## src/rtl/mem_arbiter_pkg.sv

```systemverilog
// Shared types and constants for the two-port memory arbiter.
package mem_arbiter_pkg;

  // Arbiter sequencing states.
  typedef enum logic [1:0] {
    IDLE = 2'd0,
    BUSY = 2'd1,
    RESP = 2'd2
  } state_e;

  // Identity of the requester that owns (or last owned) the memory port.
  typedef enum logic {
    FETCH = 1'b0,
    DATA  = 1'b1
  } grant_e;

  // Default watchdog limit in BUSY cycles without m_ready; 0 disables it.
  localparam int unsigned DEFAULT_TIMEOUT = 32'd255;

endpackage

```

## src/rtl/mem_arbiter_wdog.sv

```systemverilog
// Watchdog counter: counts stalled BUSY cycles and flags expiry at TIMEOUT.
module mem_arbiter_wdog
  import mem_arbiter_pkg::*;
#(
  parameter int unsigned TIMEOUT = DEFAULT_TIMEOUT
) (
  input  logic clk_i,
  input  logic rst_i,
  input  logic clear_i,
  input  logic en_i,
  output logic expire_o
);

  // A zero TIMEOUT still needs a one-bit counter to stay legal.
  localparam int unsigned CW = (TIMEOUT > 0) ? $clog2(TIMEOUT + 1) : 1;

  logic [CW-1:0] count_q, count_d;

  // Expiry is a pure compare so m_ready in the same cycle can still win.
  assign expire_o = (TIMEOUT != 0) && (count_q == CW'(TIMEOUT));

  // Next count: clear outside BUSY, advance on each stalled cycle, hold at the limit.
  always_comb begin
    count_d = count_q;
    if (clear_i) begin
      count_d = '0;
    end else if (en_i && !expire_o) begin
      count_d = count_q + CW'(1);
    end
  end

  // Counter register with synchronous reset.
  always_ff @(posedge clk_i) begin
    if (rst_i) begin
      count_q <= '0;
    end else begin
      count_q <= count_d;
    end
  end

endmodule

```

## src/rtl/mem_arbiter.sv

```systemverilog
// Arbitrates instruction-fetch and load/store ports onto one variable-latency memory port.
module mem_arbiter
  import mem_arbiter_pkg::*;
#(
  parameter int unsigned ADDR_W  = 32,
  parameter int unsigned DATA_W  = 32,
  parameter int unsigned TIMEOUT = DEFAULT_TIMEOUT
) (
  input  logic              clk_i,
  input  logic              rst_i,
  input  logic              if_req_i,
  input  logic [ADDR_W-1:0] if_addr_i,
  output logic [DATA_W-1:0] if_rdata_o,
  output logic              if_ready_o,
  input  logic              d_re_i,
  input  logic              d_we_i,
  input  logic [ADDR_W-1:0] d_addr_i,
  input  logic [DATA_W-1:0] d_wdata_i,
  output logic [DATA_W-1:0] d_rdata_o,
  output logic              d_ready_o,
  output logic              m_valid_o,
  output logic              m_we_o,
  output logic [ADDR_W-1:0] m_addr_o,
  output logic [DATA_W-1:0] m_wdata_o,
  input  logic [DATA_W-1:0] m_rdata_i,
  input  logic              m_ready_i,
  output logic              err_o
);

  state_e            state_q;
  grant_e            grant_q, last_grant_q, grant_d;
  logic              m_valid_q, m_we_q;
  logic [ADDR_W-1:0] m_addr_q;
  logic [DATA_W-1:0] m_wdata_q, if_rdata_q, d_rdata_q;
  logic              if_ready_q, d_ready_q, err_q;
  logic              data_req, any_req, wdog_expire;

  assign data_req = d_re_i | d_we_i;
  assign any_req  = if_req_i | data_req;

  // Pick the next owner: a lone requester wins, contention alternates starting with data.
  always_comb begin
    grant_d = FETCH;
    if (data_req && (!if_req_i || (last_grant_q != DATA))) begin
      grant_d = DATA;
    end
  end

  mem_arbiter_wdog #(
    .TIMEOUT (TIMEOUT)
  ) u_wdog (
    .clk_i    (clk_i),
    .rst_i    (rst_i),
    .clear_i  (state_q != BUSY),
    .en_i     ((state_q == BUSY) && !m_ready_i),
    .expire_o (wdog_expire)
  );

  // Arbiter FSM with all memory-side and requester-side outputs registered.
  always_ff @(posedge clk_i) begin
    if (rst_i) begin
      state_q      <= IDLE;
      grant_q      <= FETCH;
      last_grant_q <= FETCH;
      m_valid_q    <= 1'b0;
      m_we_q       <= 1'b0;
      m_addr_q     <= '0;
      m_wdata_q    <= '0;
      if_rdata_q   <= '0;
      d_rdata_q    <= '0;
      if_ready_q   <= 1'b0;
      d_ready_q    <= 1'b0;
      err_q        <= 1'b0;
    end else begin
      unique case (state_q)
        IDLE: begin
          if (any_req) begin
            grant_q   <= grant_d;
            m_valid_q <= 1'b1;
            m_we_q    <= (grant_d == DATA) ? d_we_i : 1'b0;
            m_addr_q  <= (grant_d == DATA) ? d_addr_i : if_addr_i;
            m_wdata_q <= (grant_d == DATA) ? d_wdata_i : '0;
            state_q   <= BUSY;
          end
        end
        BUSY: begin
          if (m_ready_i) begin
            m_valid_q <= 1'b0;
            state_q   <= RESP;
            if (grant_q == DATA) begin
              d_rdata_q <= m_we_q ? '0 : m_rdata_i;
              d_ready_q <= 1'b1;
            end else begin
              if_rdata_q <= m_rdata_i;
              if_ready_q <= 1'b1;
            end
          end else if (wdog_expire) begin
            m_valid_q <= 1'b0;
            err_q     <= 1'b1;
            state_q   <= RESP;
            if (grant_q == DATA) begin
              d_rdata_q <= '0;
              d_ready_q <= 1'b1;
            end else begin
              if_rdata_q <= '0;
              if_ready_q <= 1'b1;
            end
          end
        end
        RESP: begin
          if_ready_q   <= 1'b0;
          d_ready_q    <= 1'b0;
          err_q        <= 1'b0;
          last_grant_q <= grant_q;
          state_q      <= IDLE;
        end
        default: begin
          state_q <= IDLE;
        end
      endcase
    end
  end

  assign m_valid_o  = m_valid_q;
  assign m_we_o     = m_we_q;
  assign m_addr_o   = m_addr_q;
  assign m_wdata_o  = m_wdata_q;
  assign if_rdata_o = if_rdata_q;
  assign if_ready_o = if_ready_q;
  assign d_rdata_o  = d_rdata_q;
  assign d_ready_o  = d_ready_q;
  assign err_o      = err_q;

endmodule
```

## config.mk

```make
export PLATFORM = sky130hd
export DESIGN_NAME = mem_arbiter
export DESIGN_NICKNAME = d
export VERILOG_FILES = /design/src/rtl/mem_arbiter_pkg.sv /design/src/rtl/mem_arbiter_wdog.sv /design/src/rtl/mem_arbiter.sv
export SDC_FILE = /design/constraint.sdc
export NUM_CORES = 1
export LEC_CHECK = 0
export BUFFER_PORTS_ARGS = -buffer_cell sky130_fd_sc_hd__buf_2
export CORE_UTILIZATION = 42
export DETAILED_ROUTE_END_ITERATION = 7
export GPL_ROUTABILITY_DRIVEN = 0
export PLACE_DENSITY = 0.76
export RECOVER_POWER = 25
export SETUP_SLACK_MARGIN = 0.1
export SLEW_MARGIN = 20
export SYNTH_ARGS = -nofsm -noshare
export SYNTH_HDL_FRONTEND = slang
export SYNTH_SLANG_ARGS = --single-unit
```

## constraint.sdc

```tcl
create_clock -name clk_i -period 1.7 [get_ports clk_i]
set_input_delay 0.255 -clock clk_i [delete_from_list [all_inputs] [get_ports clk_i]]
set_output_delay 0.255 -clock clk_i [all_outputs]
set_load 0.02 [all_outputs]
```

== Yosys cells after proc, flatten, opt, wreduce, memory -nomap -nowiden ==
Index checks and enable logic that the tools add are counted.

* Register bits after elaboration: 145
* Bits of input ports: 134
* Output and inout bits: 133
* Logic and storage cells: 77

* Add/subtract/negate cells: 1
* Equality and inequality tests: 8
* Muxes and demuxes: 32
* Bitwise gates (word level): 4
* Reduce and logical (&&, ||, !) cells: 19

{| class="wikitable"
|+ Operator list
! operator !! count
|-
| 32-bit 2-to-1 mux || 11
|-
| 1-bit 2-to-1 mux || 13
|-
| 3-bit AND reduction || 4
|-
| 8-bit by 1-bit adder with 8-bit output, second input constant || 1
|-
| 8-bit equality test, second input constant || 1
|-
| 1-bit one-hot mux with 2 select lines || 4
|-
| 2-bit 2-to-1 mux || 3
|-
| 2-bit AND reduction || 3
|-
| 2-bit nonzero test || 3
|-
| 2-bit by 1-bit inequality test with 1-bit output, second input constant || 2
|-
| 2-bit inequality test, second input constant || 2
|-
| 2-bit one-hot mux with 2 select lines || 1
|-
| 1-bit logical AND || 3
|-
| 1-bit zero test || 3
|-
| 3-bit by 2-bit inequality test with 1-bit output, second input constant || 1
|-
| 2-bit by 1-bit equality test with 1-bit output, second input constant || 1
|-
| 2-bit equality test, second input constant || 1
|-
| 2-bit zero test || 1
|-
| 1-bit NOT || 2
|-
| 1-bit bitwise OR || 2
|-
| 2-bit OR reduction || 1
|-
| 1-bit logical OR || 1
|}

== Depth between registers and ports, before layout ==
Gate-level depths: netlist (run 1).

* Depth after elaboration: 5
* Gate-level depth with buffers: 7
* Depth with buffers taken out: 6

== By module ==
Synthesis (run 1) repeated with hierarchy kept, for this count alone.

* Cells, all modules: 714
* Area total of the unflattened synthesis: 5885.6 um^2

{| class="wikitable"
|+ Modules (own cells, without submodules)
! module !! instances !! cells an instance !! area an instance (um^2) !! sequential area each (um^2)
|-
| mem_arbiter || 1 || 669 || 5460.2 || 2742.6
|-
| mem_arbiter_wdog || 1 || 45 || 425.4 || 160.2
|}

== Worst setup path before layout (run 1) ==
Ideal clock, no wire load.

* Path kind: reg2reg
* Start point: register u_wdog.count_q[0]
* End point: register u_wdog.count_q[1]
* Library setup time: 124 ps
* Arrival time: 1485 ps
* Required time: 1576 ps
* Setup slack: 91 ps
* Stages on the path, launching flop included: 8
* Buffers on the path: 2
* Clock period less this slack: 1609 ps
* Cell sequence: dfxtp_1 > ha_1 > and4_4 > a41oi_4 > buf_6 > buf_6 > mux2i_1 > nor2_1

* Cells in the longest elaborated chain, start to end: 3
* Elaborated cells between the ends (all ways): 4
* Those cells by class: add/sub (1); eq/ne (1); reduce/logical (2)

{| class="wikitable"
|+ Ends and longest elaborated chain
! element !! line !! RTL
|-
| start: declaration || mem_arbiter_wdog.sv:17 || <nowiki>logic [CW-1:0] count_q, count_d;</nowiki>
|-
| start signal: assignment || mem_arbiter_wdog.sv:37 || <nowiki>count_q <= count_d;</nowiki>
|-
| parallel branches: the longest is 3 deep, another holds 8-bit by 1-bit adder with 8-bit output || - ||
|}

Parallel ways; which one is timed is not known.
A chain may end at the register's enable or synchronous reset.

== Worst setup path after layout (run 1) ==
* Start point: register u_wdog.count_q[0]
* End point: register if_rdata_q[27] (netlist: if_rdata_o[27])

* Cells in the longest elaborated chain, start to end: 3

{| class="wikitable"
|+ Ends and longest elaborated chain
! element !! line !! RTL
|-
| 8-bit equality test || mem_arbiter_wdog.sv:20 || <nowiki>assign expire_o = (TIMEOUT != 0) && (count_q == CW'(TIMEOUT));</nowiki>
|-
| 2-bit nonzero test (no line) || - ||
|-
| 3-bit AND reduction (no line) || - ||
|-
| end signal: assignment || mem_arbiter.sv:94 || <nowiki>if_rdata_q <= m_rdata_i;</nowiki>
|-
| end: declaration || mem_arbiter.sv:34 || <nowiki>logic [DATA_W-1:0] m_wdata_q, if_rdata_q, d_rdata_q;</nowiki>
|}

No other way between the ends.

==> results of run 1 <==
==> what timing repair did <==
| action | 4_1_cts | 5_1_grt |
|---|---|---|
| buffers inserted | 15 | 0 |
| setup endpoints to repair | 64 | 76 |
| pin swaps | 28 | 57 |
| resized for setup | 50 | 58 |
| gates cloned | 7 | 0 |
==> per-stage QoR <==
step / setup slack [ps] / utilization (%)
after floorplan: 132 / -
after global placement: 113 / 54.9
after detailed placement: 67.9 / 54.9
after CTS: 49.7 / 62.6
after global routing: -49.8 / 63.6
final: -4.21 / 63.6
==> registers in the layout, indices dropped and copies added (netlist names), 2 cells and up <==
name	count
if_rdata_o	32
m_wdata_o	32
m_addr_o	32
d_rdata_o	32
state_q	2
u_wdog.count_q	8
==> where the power goes <==
| group | switching [W] | total [W] | leakage, nW | internal (W) |
|---|---|---|---|---|
| registers | 0.000186 | 0.00391 | 1.19 | 0.00373 |
| logic | 0.00147 | 0.00240 | 2.17 | 0.000927 |
| clock network | 0.00145 | 0.00376 | 0.280 | 0.00231 |
| total | 0.00311 | 0.0101 | 3.63 | 0.00696 |
==> routing by layer <==
metal | track usage (%) | part of all wire (%) | up-vias
li1 | - | - | 2776
met1 | 28.4 | 40 | 2638
met2 | 39.3 | 49 | 241
met3 | 6.08 | 7.6 | 46
met4 | 11.9 | 3.6 | 0
met5 | 0 | 0 | -
==> tightest hold or removal path, stage by stage <==
cell,delay [ps]
buf_2,70
a22oi_1,60
nor2_1,70
==> Yosys cell counts (3+ instances only) <==
master      n
o21ai_1    27
a21oi_1    69
nor3_1      3
a22oi_1    33
inv_1       3
buf_2       9
dfxtp_1   145
clkbuf_2    3
nand2_1    72
buf_6       8
ha_1        5
clkbuf_1   25
mux2i_1    36
o21ai_0    39
a211oi_2   30
a211oi_1    3
a31oi_1     4
nor2_1     74
buf_4       5
==> cells by family after synthesis <==
group	after synthesis	synth area share, %
xor gates and xnor gates	2	0.300
buffers and inverters	56	5.27
AOI/OAI and AO/OA	216	25.2
and+or+nand+nor	168	12.2
DFF	145	49.7
muxes	36	6.17
adders and majority gates	5	1.07
==> final cells by class <==
cell class	instances	area (um^2)
sequential	145	2910
multi-input combinational	427	2930
antenna	2	5.00
tap	176	220
clock buffer	19	433
fill	1089	4880
timing repair buffer	303	1850
inverter	4	15.0
clock inverter	13	161
==> worst max-delay path by stage <==
stage / to / cells after the start
global placement: if_rdata_o[0] / 6
global route: if_rdata_o[16] / 8
floorplan: u_wdog.count_q[1] / 7
finish: if_rdata_o[27] / 8
detailed placement: d_rdata_o[15] / 6
CTS: if_rdata_o[27] / 8
==> impl_metrics.env, run 1 <==
export IMPL_outcome="finished with violations"
export IMPL_violations="setup timing"
export IMPL_synth_top_area_share_pct=49.7
export IMPL_holdPathStages=3
export IMPL_skew_ps=10.7
export IMPL_dieHeight_um=120
export IMPL_vias=5701
export IMPL_cp_end_kind="flop"
export IMPL_area_growth_pct=45.9
export IMPL_drt_first_iter_violations=279
export IMPL_path_buf_inv=3
export IMPL_r2r_start="u_wdog.count_q[0]"
export IMPL_numCtsBuffers=17
export IMPL_tightest_slew_ps=519
export IMPL_slowest_delay_ps=350
export IMPL_hold_class="primary input to flop"
export IMPL_cts_tree="yes"
export IMPL_finalMaxSlewViolations=0
export IMPL_ys_top_cells_by_area="dfxtp_1 (50%), a211oi_2 (6.4%), mux2i_1 (6.2%), a21oi_1 (5.9%), nor2_1 (4.8%)"
export IMPL_slowest_stage="dfxtp_2"
export IMPL_hpwl_um=10500
export IMPL_ir_drop_mv=0.671
export IMPL_synthCells=628
export IMPL_clock_path_buffers=2
export IMPL_setup_tns_ps=-4.21
export IMPL_grt_pass1_vias=5443
export IMPL_mostFrequentLayoutCells="buf_2 (209), dfxtp_1 (142), nor2_1 (73), nand2_1 (72), a21oi_1 (60)"
export IMPL_hold_start="d_wdata_i[6]"
export IMPL_crit_required_ps=2000
export IMPL_finalInstanceArea_um2=8520
export IMPL_synth_edf_count=0
export IMPL_wl_um=17100
export IMPL_drive_gt1_share_pct=41.6
export IMPL_crit_family="buffers and inverters"
export IMPL_rsz0062_at_grt="yes"
export IMPL_cts_max_level=4
export IMPL_synth_ff_type="dfxtp_1"
export IMPL_max_slew_margin_pct=65.4
export IMPL_ios=267
export IMPL_overflow=0
export IMPL_synth_distinct_cells=48
export IMPL_setup_violations=1
export IMPL_final_common_cell="buf_2"
export IMPL_ctsHoldBuffers=0
export IMPL_synthArstFlopShare_pct=0
export IMPL_ys_seq_area_share_pct=49.7
export IMPL_wl_per_cell_um=15.7
export IMPL_clkSlewWorstSetupHoldPaths_ps=60
export IMPL_syn_area_per_cell_um2=9.30
export IMPL_critPathLaunch="u_wdog.count_q[0]"
export IMPL_critPathMaxFanout=7
export IMPL_antenna_found_initial=2
export IMPL_port_buffers=266
export IMPL_crit_type="flop to flop"
export IMPL_arrival_ps=2000
export IMPL_rr_worst_depth=8
export IMPL_netlist_area_um2=5840
export IMPL_drcViolationCount=0
export IMPL_drv_cap=0
export IMPL_hold_ws_ps=81.5
export IMPL_yosys_warnings=0
export IMPL_grt_usage_pct=23.7
export IMPL_grt_pass1_wl_um=26800
export IMPL_crit_reg2reg_capture="if_rdata_o[27]"
export IMPL_drt_first_pass_iters=5
export IMPL_timing_final_crit_share_pct=100
export IMPL_min_to="m_wdata_o[6]"
export IMPL_dieArea_um2=14400
export IMPL_core_area_um2=13400
export IMPL_timing_final_crit_period_ps=1700
export IMPL_timing_fmax_ghz=0.587
export IMPL_p_total_w=0.0101
export IMPL_power_density_nw_per_um2=1180
export IMPL_vias_per_cell=5.24
export IMPL_worstSetupStartpointType="flop"
export IMPL_grt_max_degree=82
export IMPL_clk_latency_ps=420
export IMPL_syn_num_nets=767
export IMPL_post_place_cells=1033
export IMPL_start_util_pct=43.6
export IMPL_synth_largest_area_cell="dfxtp_1"
export IMPL_worst_slack_ps=-4.21
export IMPL_cp_common_cell="buf_12"
export IMPL_antenna_left=0
export IMPL_cts_root_buf="clkbuf_16"
export IMPL_post_dp_cell_area_um2=7360
export IMPL_hold_viol_final=0
export IMPL_dieWidth_um=120
export IMPL_ys_ff_latch=145
export IMPL_worstPathCellList="ha_4 > and4_4 > a41oi_4 > buf_12 > buf_12 > buf_16 > o21ai_2 > a21oi_2"
export IMPL_p_leak_nw=3.63
export IMPL_reg2reg_setup_slack_ps=-4
export IMPL_clkSinkCount=145
export IMPL_rows=42
export IMPL_fin_cells=1089
export IMPL_nets=1037
(Power assumes the default switching activity.)
==> run 2: changes to the inputs <==
--- a/config.mk
+++ b/config.mk
@@ -6,10 +6,10 @@
 export NUM_CORES = 1
 export LEC_CHECK = 0
 export BUFFER_PORTS_ARGS = -buffer_cell sky130_fd_sc_hd__buf_2
-export CORE_UTILIZATION = 42
+export CORE_UTILIZATION = 46
 export DETAILED_ROUTE_END_ITERATION = 7
 export GPL_ROUTABILITY_DRIVEN = 0
-export PLACE_DENSITY = 0.76
+export PLACE_DENSITY = 0.79
 export RECOVER_POWER = 25
 export SETUP_SLACK_MARGIN = 0.1
 export SLEW_MARGIN = 20
==> constraint.sdc (replaced) <==
create_clock -name clk_i -period 1.9 [get_ports clk_i]
set_input_delay 0.285 -clock clk_i [delete_from_list [all_inputs] [get_ports clk_i]]
set_output_delay 0.285 -clock clk_i [all_outputs]
set_load 0.02 [all_outputs]
==> impl_metrics.env, run 2 (synthesized netlist as in run 1, its figures left out) <==
export IMPL_p_total_w=0.00862
export IMPL_wl_um=15200
export IMPL_drcViolationCount=0
export IMPL_crit_required_ps=2190
export IMPL_hold_start="d_wdata_i[21]"
export IMPL_drv_cap=0
export IMPL_clkSlewWorstSetupHoldPaths_ps=60
export IMPL_rsz0062_at_grt="yes"
export IMPL_drive_gt1_share_pct=31.9
export IMPL_timing_final_crit_period_ps=1710
export IMPL_port_buffers=266
export IMPL_fill_cells=1080
export IMPL_setup_tns_ps=0
export IMPL_hold_class="primary input to flop"
export IMPL_worstSetupStartpointType="flop"
export IMPL_reg2reg_setup_slack_ps=190
export IMPL_vias_per_cell=5.17
export IMPL_antenna_left=0
export IMPL_rows=40
export IMPL_clk_latency_ps=410
export IMPL_start_util_pct=47.8
export IMPL_hpwl_um=10300
export IMPL_dieArea_um2=13100
export IMPL_antennaDiodeCount=0
export IMPL_finalMaxSlewViolations=0
export IMPL_final_common_cell="buf_2"
export IMPL_core_area_um2=12200
export IMPL_critPathLaunch="u_wdog.count_q[0]"
export IMPL_ctsHoldBuffers=0
export IMPL_mostFrequentLayoutCells="buf_2 (197), dfxtp_1 (145), nor2_1 (73), nand2_1 (72), clkbuf_1 (71)"
export IMPL_grt_pass1_vias=4961
export IMPL_crit_type="flop to flop"
export IMPL_critPathMaxFanout=23
export IMPL_holdPathStages=3
export IMPL_arrival_ps=2000
export IMPL_multi_input_area_um2=2660
export IMPL_drt_first_pass_iters=5
export IMPL_clkSinkCount=145
export IMPL_vias=5451
export IMPL_dieHeight_um=115
export IMPL_drt_first_iter_violations=349
export IMPL_rr_worst_depth=6
export IMPL_cts_root_buf="clkbuf_16"
export IMPL_antenna_found_initial=0
export IMPL_cts_tree="yes"
export IMPL_clock_path_buffers=2
export IMPL_max_slew_margin_pct=66.5
export IMPL_outcome="finished clean"
export IMPL_tightest_slew_ps=503
export IMPL_final_seq_area_um2=2900
export IMPL_timing_final_crit_share_pct=90.0
export IMPL_numCtsBuffers=17
export IMPL_r2r_start="u_wdog.count_q[0]"
export IMPL_power_density_nw_per_um2=1100
export IMPL_grt_usage_pct=22.9
export IMPL_grt_max_degree=74
export IMPL_wl_per_cell_um=14.4
export IMPL_cp_end_kind="flop"
export IMPL_hold_viol_final=0
export IMPL_ir_drop_mv=0.717
export IMPL_grt_pass1_wl_um=23700
export IMPL_setup_violations=0
export IMPL_min_to="m_wdata_o[21]"
export IMPL_p_leak_nw=3.36
export IMPL_timing_fmax_ghz=0.585
export IMPL_crit_reg2reg_capture="d_rdata_o[15]"
export IMPL_nets=1014
export IMPL_dieWidth_um=115
export IMPL_overflow=0
export IMPL_area_growth_pct=33.8
export IMPL_cts_max_level=4
export IMPL_ios=267
export IMPL_skew_ps=5.21
[run 2: worst max-delay path by stage]
stage                             end  slack, ps  cells after the start
floorplan           u_wdog.count_q[1]        290                      7
global placement          m_addr_o[3]        170                      5
detailed placement       m_addr_o[19]        110                      5
CTS                     if_rdata_o[9]        150                      6
global route            d_rdata_o[10]         90                      6
finish                  d_rdata_o[15]        190                      6
[run 2: power by group]
| group | internal (W) | switching, W |
|---|---|---|
| combinational | 0.000685 | 0.00123 |
| sequential | 0.00334 | 0.000146 |
| clock | 0.00205 | 0.00118 |
[run 2: layer usage]
layer	track usage, %	up-vias	wire length [um]
met5	0	-	0
li1	-	2719	-
met4	8.48	0	307
met2	39.4	199	7410
met3	7.99	25	1110
met1	26.2	2508	6400
[run 2: worst max-delay path: stages, from the launching register on]
cell and delay (ps):
dfxtp_1 360, ha_2 230, and4_4 260, a41oi_4 190
clkbuf_16 260, o21ai_0 200, a21oi_1 90
[run 2: cell type report]
class | instances | share of cell area, %
timing repair buffer | 279 | 18.6
clock inverter | 6 | 1.02
sequential | 145 | 37.1
tap | 168 | 2.69
clock buffer | 24 | 6.29
inverter | 4 | 0.192
multi-input combinational | 428 | 34.0
[run 2: what timing repair did]
action                     4_1_cts  5_1_grt
setup endpoints to repair        5       26
gates cloned                     1        1
setup buffers                    0        1
gates resized for setup          1        2
pin swaps                        1        2
[run 2: metrics by stage]
stage                     hold WS, ps  util (%)  area [um^2]  cells  setup slack [ps]
after global routing             97.3      64.0         7810   1054              93.8
after CTS                         102      64.4         7860   1052               146
after global placement            456      59.6         7280   1021               167
after floorplan                   421         -         5840    628               291
final                             117      64.0         7810   1054               191
after detailed placement          463      59.6         7280   1021               109
